## config.mk

```make
export PLATFORM = sky130hd
export DESIGN_NAME = peripheral_req2axi4_master
export DESIGN_NICKNAME = d
export VERILOG_FILES = /design/src/rtl/peripheral_req2axi4_master.sv
export SDC_FILE = /design/constraint.sdc
export NUM_CORES = 1
export LEC_CHECK = 0
export CORE_MARGIN = 4
export CORE_UTILIZATION = 41
export CTS_CLUSTER_DIAMETER = 80
export DETAILED_ROUTE_END_ITERATION = 12
export GPL_ROUTABILITY_DRIVEN = 0
export PLACE_DENSITY = 0.88
export SLEW_MARGIN = 20
export SYNTH_ARGS = -nofsm -noshare
export SYNTH_HDL_FRONTEND = slang
export SYNTH_SLANG_ARGS = --single-unit
```

## constraint.sdc

```tcl
create_clock -name aclk -period 2.2 [get_ports aclk]
set_input_delay 0.33 -clock aclk [delete_from_list [all_inputs] [get_ports aclk]]
set_output_delay 0.33 -clock aclk [all_outputs]
set_load 0.005 [all_outputs]
```

## src/rtl/peripheral_req2axi4_master.sv

```systemverilog
// Single-outstanding AXI4 master: turns one valid/ready request into a single-beat
// AXI4 write or read, with a watchdog that aborts transactions the slave stalls.
module peripheral_req2axi4_master #(
    parameter int unsigned TIMEOUT = 255
) (
    input  logic        aclk,
    input  logic        aresetn,
    input  logic        req_valid,
    output logic        req_ready,
    input  logic        req_we,
    input  logic [31:0] req_addr,
    input  logic [31:0] req_wdata,
    input  logic [3:0]  req_strb,
    output logic        rsp_valid,
    output logic [31:0] rsp_rdata,
    output logic        rsp_err,
    output logic [31:0] awadr,
    output logic        awvalid,
    input  logic        awready,
    output logic [31:0] wrdata,
    output logic [3:0]  wstrb,
    output logic        wlast,
    output logic        wvalid,
    input  logic        wready,
    input  logic [1:0]  bresp,
    input  logic        bvalid,
    output logic        bready,
    output logic [31:0] araddr,
    output logic        arvalid,
    input  logic        arready,
    input  logic [31:0] rdata,
    input  logic [1:0]  rresp,
    input  logic        rvalid,
    output logic        rready
);

    typedef enum logic [2:0] {IDLE, WADDR, WRESP, RADDR, RDATA, DONE} state_t;

    localparam logic [7:0] TIMEOUT_CNT = 8'(TIMEOUT);

    state_t      state, state_d;
    logic [7:0]  wd_cnt, wd_cnt_d;
    logic        awvalid_d, wvalid_d, bready_d, arvalid_d, rready_d;
    logic        rsp_valid_d, rsp_err_d;
    logic [31:0] awadr_d, wrdata_d, araddr_d, rsp_rdata_d;
    logic [3:0]  wstrb_d;
    logic        any_hs, timeout;
    logic        unused_resp;

    // Only bit 1 of a response distinguishes SLVERR/DECERR from OKAY/EXOKAY.
    assign unused_resp = bresp[0] ^ rresp[0];

    assign req_ready = (state == IDLE);
    assign wlast     = wvalid;

    assign any_hs  = (awvalid && awready) || (wvalid && wready) || (bvalid && bready)
                  || (arvalid && arready) || (rvalid && rready);
    // A handshake landing on the deadline cycle still wins; it restarts the timer.
    assign timeout = (state != IDLE) && (wd_cnt == TIMEOUT_CNT) && !any_hs;

    always_comb begin
        // NOTE: every *_d gets its hold value first, so no path through this block can infer a latch.
        state_d     = state;
        awvalid_d   = awvalid;
        wvalid_d    = wvalid;
        bready_d    = bready;
        arvalid_d   = arvalid;
        rready_d    = rready;
        awadr_d     = awadr;
        wrdata_d    = wrdata;
        wstrb_d     = wstrb;
        araddr_d    = araddr;
        rsp_valid_d = 1'b0;
        rsp_err_d   = rsp_err;
        rsp_rdata_d = rsp_rdata;
        wd_cnt_d    = wd_cnt + 8'd1;

        case (state)
            IDLE: begin
                if (req_valid) begin
                    if (req_we) begin
                        awadr_d   = req_addr;
                        wrdata_d  = req_wdata;
                        wstrb_d   = req_strb;
                        awvalid_d = 1'b1;
                        wvalid_d  = 1'b1;
                        state_d   = WADDR;
                    end else begin
                        araddr_d  = req_addr;
                        arvalid_d = 1'b1;
                        state_d   = RADDR;
                    end
                end
            end
            WADDR: begin
                if (awvalid && awready) awvalid_d = 1'b0;
                if (wvalid && wready)   wvalid_d  = 1'b0;
                if (!awvalid_d && !wvalid_d) begin
                    bready_d = 1'b1;
                    state_d  = WRESP;
                end
            end
            WRESP: begin
                if (bvalid) begin
                    bready_d    = 1'b0;
                    rsp_err_d   = bresp[1];
                    rsp_rdata_d = '0;
                    rsp_valid_d = 1'b1;
                    state_d     = DONE;
                end
            end
            RADDR: begin
                if (arready) begin
                    arvalid_d = 1'b0;
                    rready_d  = 1'b1;
                    state_d   = RDATA;
                end
            end
            RDATA: begin
                if (rvalid) begin
                    rready_d    = 1'b0;
                    rsp_rdata_d = rdata;
                    rsp_err_d   = rresp[1];
                    rsp_valid_d = 1'b1;
                    state_d     = DONE;
                end
            end
            DONE:    state_d = IDLE;
            default: state_d = IDLE;
        endcase

        if (timeout) begin
            awvalid_d   = 1'b0;
            wvalid_d    = 1'b0;
            bready_d    = 1'b0;
            arvalid_d   = 1'b0;
            rready_d    = 1'b0;
            rsp_err_d   = 1'b1;
            rsp_rdata_d = '0;
            rsp_valid_d = 1'b1;
            state_d     = DONE;
        end

        if ((state == IDLE) || (state_d != state) || any_hs) wd_cnt_d = '0;
    end

    // NOTE: registers update with non-blocking assignments so every flop samples pre-edge values.
    always_ff @(posedge aclk) begin
        if (!aresetn) begin
            state     <= IDLE;
            wd_cnt    <= '0;
            awvalid   <= 1'b0;
            wvalid    <= 1'b0;
            bready    <= 1'b0;
            arvalid   <= 1'b0;
            rready    <= 1'b0;
            awadr     <= '0;
            wrdata    <= '0;
            wstrb     <= '0;
            araddr    <= '0;
            rsp_valid <= 1'b0;
            rsp_err   <= 1'b0;
            rsp_rdata <= '0;
        end else begin
            state     <= state_d;
            wd_cnt    <= wd_cnt_d;
            awvalid   <= awvalid_d;
            wvalid    <= wvalid_d;
            bready    <= bready_d;
            arvalid   <= arvalid_d;
            rready    <= rready_d;
            awadr     <= awadr_d;
            wrdata    <= wrdata_d;
            wstrb     <= wstrb_d;
            araddr    <= araddr_d;
            rsp_valid <= rsp_valid_d;
            rsp_err   <= rsp_err_d;
            rsp_rdata <= rsp_rdata_d;
        end
    end

endmodule

```

# Word-level counts from Yosys, hierarchy flattened
# Cells that the tools add are included.
[word_totals]
regBits = 150
latch_bits = 0
mem_bits_rw = 0
rom_bits = 0
in_bits = 113
out_inout_bits = 141
memories = 0
[op_classes]
add_sub_neg = 1
n_mul = 0
div = 0
order_cmp = 0
n_eq_ne = 15
shift = 0
n_mux = 37
n_bitwise = 2
reduce_logical = 35
[op_table]
columns = ["op", "n"]
rows = [
  ["32-bit 2-to-1 mux", 2],
  ["32-bit one-hot mux with 2 select lines", 1],
  ["3-bit AND reduction", 7],
  ["1-bit 2-to-1 mux", 19],
  ["3-bit 2-to-1 mux", 6],
  ["3-bit one-hot mux with 5 select lines", 1],
  ["1-bit one-hot mux with 2 select lines", 7],
  ["2-bit inequality test (second input constant)", 6],
  ["2-bit nonzero test", 5],
  ["8-bit by 1-bit adder with 8-bit output (second input constant)", 1],
  ["8-bit equality test (second input constant)", 1],
  ["1-bit logical AND", 8],
  ["3-bit by 2-bit equality test with 1-bit output (second input constant)", 2],
  ["1-bit logical OR", 6],
  ["3-bit inequality test (second input constant)", 2],
  ["3-bit nonzero test", 2],
  ["4-bit AND reduction", 1],
  ["2-bit OR reduction", 2],
  ["3-bit by 1-bit equality test with 1-bit output (second input constant)", 1],
  ["3-bit equality test (second input constant)", 1],
  ["1-bit zero test", 3],
  ["3-bit zero test", 1],
  ["3-bit inequality test", 1],
  ["2-bit 2-to-1 mux", 1],
  ["2 further kinds", 3],
]

# Logic depth before layout (Yosys ltp)
# Gate-level depths: netlist of run 1.
[depth]
ltp_word = 12
mapped_depth = 8

# Worst setup path after synthesis of run 1
# Ideal clock, no wire load.
[synth_timing]
kind = "register -> register"
start = "reg state[0]"
end = "reg wd_cnt[3]"
setup_ns = 0.136
arrival_time_ns = 1.591
required_ns = 2.064
path_slack_ns = 0.472
path_stages_with_launch = 8
period_less_slack_ns = 1.728
path_cell_list = "dfxtp_1 -> buf_2 -> or3_4 -> inv_2 -> nand3b_2 -> a32oi_2 -> xor2_2 -> nor4_1"
[synth_between]
word_cells_on_any_way = 19
[synth_rtl]
columns = ["element", "line", "rtl"]
rows = [
  ["from (decl)", "41", "state_t state, state_d;"],
  ["from (signal assigned)", "165", "state <= state_d;"],
  ["3-bit zero test (*)", "--", ""],
  ["net req_ready", "9", "output logic req_ready,"],
  ["3-bit one-hot mux with 5 select lines", "78", "case (state)"],
  ["3-bit 2-to-1 mux", "132", "if (timeout) begin"],
  ["3-bit inequality test", "144", "if ((state == IDLE) || (state_d != state) || any_hs) wd_cnt_d = '0;"],
  ["1-bit logical OR (*) (2 in series)", "144", ""],
  ["2-bit OR reduction (no source line) (*)", "--", ""],
  ["to (signal assigned)", "166", "wd_cnt <= wd_cnt_d;"],
  ["to (decl)", "42", "logic [7:0] wd_cnt, wd_cnt_d;"],
]
# Mark *: on every way through the listed nets, which the timed path passes. The rest lies on a longest branch.
# A chain may end at the register's enable or synchronous reset.

# Worst setup path in the final report of run 1
[layout_timing]
start = "reg state[1]"
end = "out req_ready"
[layout_between]
elab_chain_cells = 1
[layout_lines]
columns = ["element", "line", "rtl"]
rows = [
  ["3-bit zero test", "53", "assign req_ready = (state == IDLE);"],
  ["to (decl)", "9", ""],
]
# No other way between the ends.

==> metrics, run 1 <==
status=finished, final reports clean; Tcrit/Tclk final=87.9%; Synth-to-Final Area Change=61.3%; Slew @ Worst Pin=0.463 ns; final hold vios=0; First-pass DRT Iterations=5; Finished Core Util=67.5%; Post-Syn Area=0.00554 mm²; Worst path slowest cell=or3_4; Max Freq=0.517 GHz; Setup crit end kind=primary output; vias=5592; Worst VDD drop=0.497 mV; Pwr Density=833 mW/mm²; DR DRC count=0; final count of pins violating max slew=0; Ports=254; Slew HR=69.1%; final instance area=0.00893 mm²; die area=0.0154 mm²; CP startpoint=state[1]$_SDFF_PN0_; leading area contributor after synthesis=dfxtp_1; syn_area_per_cell=8.06 µm²; first-pass GRT wire length=27200 µm; ys flop type=dfxtp_1; routed wire length=16800 µm; Placed Area=0.00828 mm²; register area share after synthesis=54.2%; CTS buffer count=17; CP cell instances=or3_4 -> inv_2 -> dlygate4sd2_1; largest net degree at the start of global routing=71; Antenna Nets Post-Route=0; Hold Path Cell Cnt=2; Port Buf Inserts=251; Pleak=3.13 nW; HP Start=rsp_rdata[2]$_SDFFE_PP0P_; share of cells above drive strength 1=7.56%; unrepaired setup endpoints after global routing=no; Post-synth EDFFs=0; Vias per Instance=5.02; FF-to-FF Start=wlast$_SDFFE_PP0P_; minimum clock period=1.93 ns; worst setup margin=0.266 ns; synth cell count leaders=243 x nand2_1, 150 x dfxtp_1, 143 x a21oi_1, 36 x nand3_1, 32 x clkbuf_1; total track usage=21.6%; largest cells by area after synthesis=dfxtp_1 54%, nand2_1 16%, a21oi_1 13%; Post-synth ARST share=0%; vias in the first global route=5527; initial antenna violation count=0; core region area=0.0132 mm²; count of cell types in the netlist=42; fin nets=1040; Longest Clk Path Bufs=2; max-capacitance violation count=0; Die Y=124 µm; Die Wd=124 µm; WP data arrival=1.60 ns; Pwr Total=0.00745 W; Crit Path Class=reg -> out; Worst EP required=1.87 ns; CTS tree=done; worst skew pair latency=0.42 ns; skew final=0.0105 ns; FF-to-FF path depth=5; Initial Utilization=41.8%; Detailed Route Iter0 Violations=325; post-synth top area share=54.2%; Yosys reg bits=150; H-tree Lvls=4; final setup fails=0; most numerous cell in the Yosys netlist=nand2_1; WL/cell=15.1 µm; CP Launch Type=flip-flop; Worst Hold Class=reg -> reg; CP max stage delay=0.42 ns; Clock Tree Root=clkbuf_16; dpl hpwl=11700 µm; Yosys Warn Count=0; Hold WS=0.449 ns; CTS Sinks=150; filler instances=1023; Gate Count Post-Synth=687; Syn Nets=801; Placement Setup Slack=-0.0810 ns; grt ovf=0; # rows=42; Clock transition at path regs=0.06 ns; worst-path fanout max=13; Antenna Cells=0
metal layers:
layer / GRT usage [%] / up-vias / wire length (µm)
met2: 35.6 / 234 / 8080
li1: - / 2764 / -
met3: 9.15 / 38 / 1690
met5: 0 / - / 0
met4: 10.2 / 0 / 473
met1: 24.0 / 2556 / 6590
area by class of cell:
class                   instances  area, µm²  share of cell area [%]
clock buffers                  18        439                    4.92
flip-flops and latches        150       3000                    33.6
well taps                     176        220                    2.46
repair buffers                272       2730                    30.6
clock inverters                14        210                    2.35
inverters                       2       8.76                  0.0980
multi-input cells             483       2320                    26.0
logic make-up (layout without fill, tap and decap cells):
group / count (synthesis) / after routing / synth area share (%)
buf+inv: 54 / 306 / 4.20
simple gates: 313 / 313 / 24.1
flops: 150 / 150 / 54.2
xor+xnor: 7 / 7 / 1.24
fa+ha+maj: 1 / 1 / 0.226
compound gates: 160 / 160 / 15.6
mux: 2 / 2 / 0.361
path summary, 6_finish.rpt:
kind,endpoint,slack [ns]
min reg2reg,rsp_rdata[2]$_SDFFE_PP0P_,0.45
max,req_ready,0.27
max reg2reg,wd_cnt[7]$_SDFF_PP0_,0.33
min,rsp_rdata[2]$_SDFFE_PP0P_,0.45
critical path: cells and delay by family (launching register included):
family                 cells  cell delay, ns
and+or+nand+nor            1            0.42
DFF                        1            0.39
buffers and inverters      2            0.38
power by group:
group / total (W) / switching (W) / internal (W)
clock: 0.00316 / 0.00119 / 0.00197
combinational: 0.00131 / 0.000632 / 0.000675
sequential: 0.00298 / 0.000101 / 0.00288
stage by stage:
stage	setup TNS, ns	std cells
after floorplan	0	687
after global placement	-0.182	1083
after detailed placement	-0.304	1083
after CTS	0	1115
after global routing	0	1115
final	0	1115
flip-flops by register name, summed over array words and instances, names as in the netlist:
name       cells
awadr         32
wd_cnt         8
rsp_valid      1
wstrb          4
awvalid        1
bready         1
arvalid        1
rready         1
rsp_err        1
wlast          1
wrdata        32
araddr        32
state          3
rsp_rdata     32
what timing repair did:
| action | in CTS | in global routing |
|---|---|---|
| endpoints found under the setup margin | 1 | 0 |
| hold buffers | 0 | 0 |
| buffers inserted | 0 | 0 |
| resized for setup | 2 | 0 |
placed cells by master (no fill, tap or decap), types with 2 or more instances in the layout:
cell type and n:
nand2_1 243, nor2b_1 3, nor2_1 3, clkinv_2 2
a31oi_1 4, clkdlybuf4s50_1 250, nor4_1 5, xor2_1 5
nor3_1 5, buf_4 16, a21o_1 2, o21ai_0 3
nand2b_1 4, bufinv_16 4, nand3_1 35, a21oi_1 142
clkbuf_16 17, buf_12 5, inv_8 3, inv_6 5
mux2i_1 2, dfxtp_1 149
(Power assumes the default switching activity.)
==> run 2, diff against run 1 <==
--- a/config.mk
+++ b/config.mk
@@ -5,6 +5,7 @@
 export SDC_FILE = /design/constraint.sdc
 export NUM_CORES = 1
 export LEC_CHECK = 0
+export ABC_CLOCK_PERIOD_IN_PS = 2200
 export CORE_MARGIN = 4
 export CORE_UTILIZATION = 41
 export CTS_CLUSTER_DIAMETER = 80
==> results of run 2 <==
No change in the layout: final DEF, timing and power equal those of run 1.
==> run 3, diff against run 2 <==
--- a/config.mk
+++ b/config.mk
@@ -12,7 +12,7 @@
 export DETAILED_ROUTE_END_ITERATION = 12
 export GPL_ROUTABILITY_DRIVEN = 0
 export PLACE_DENSITY = 0.88
-export SLEW_MARGIN = 20
+export SLEW_MARGIN = 25
 export SYNTH_ARGS = -nofsm -noshare
 export SYNTH_HDL_FRONTEND = slang
 export SYNTH_SLANG_ARGS = --single-unit
==> results of run 3 <==
No change in the layout: final DEF, timing and power equal those of run 1.
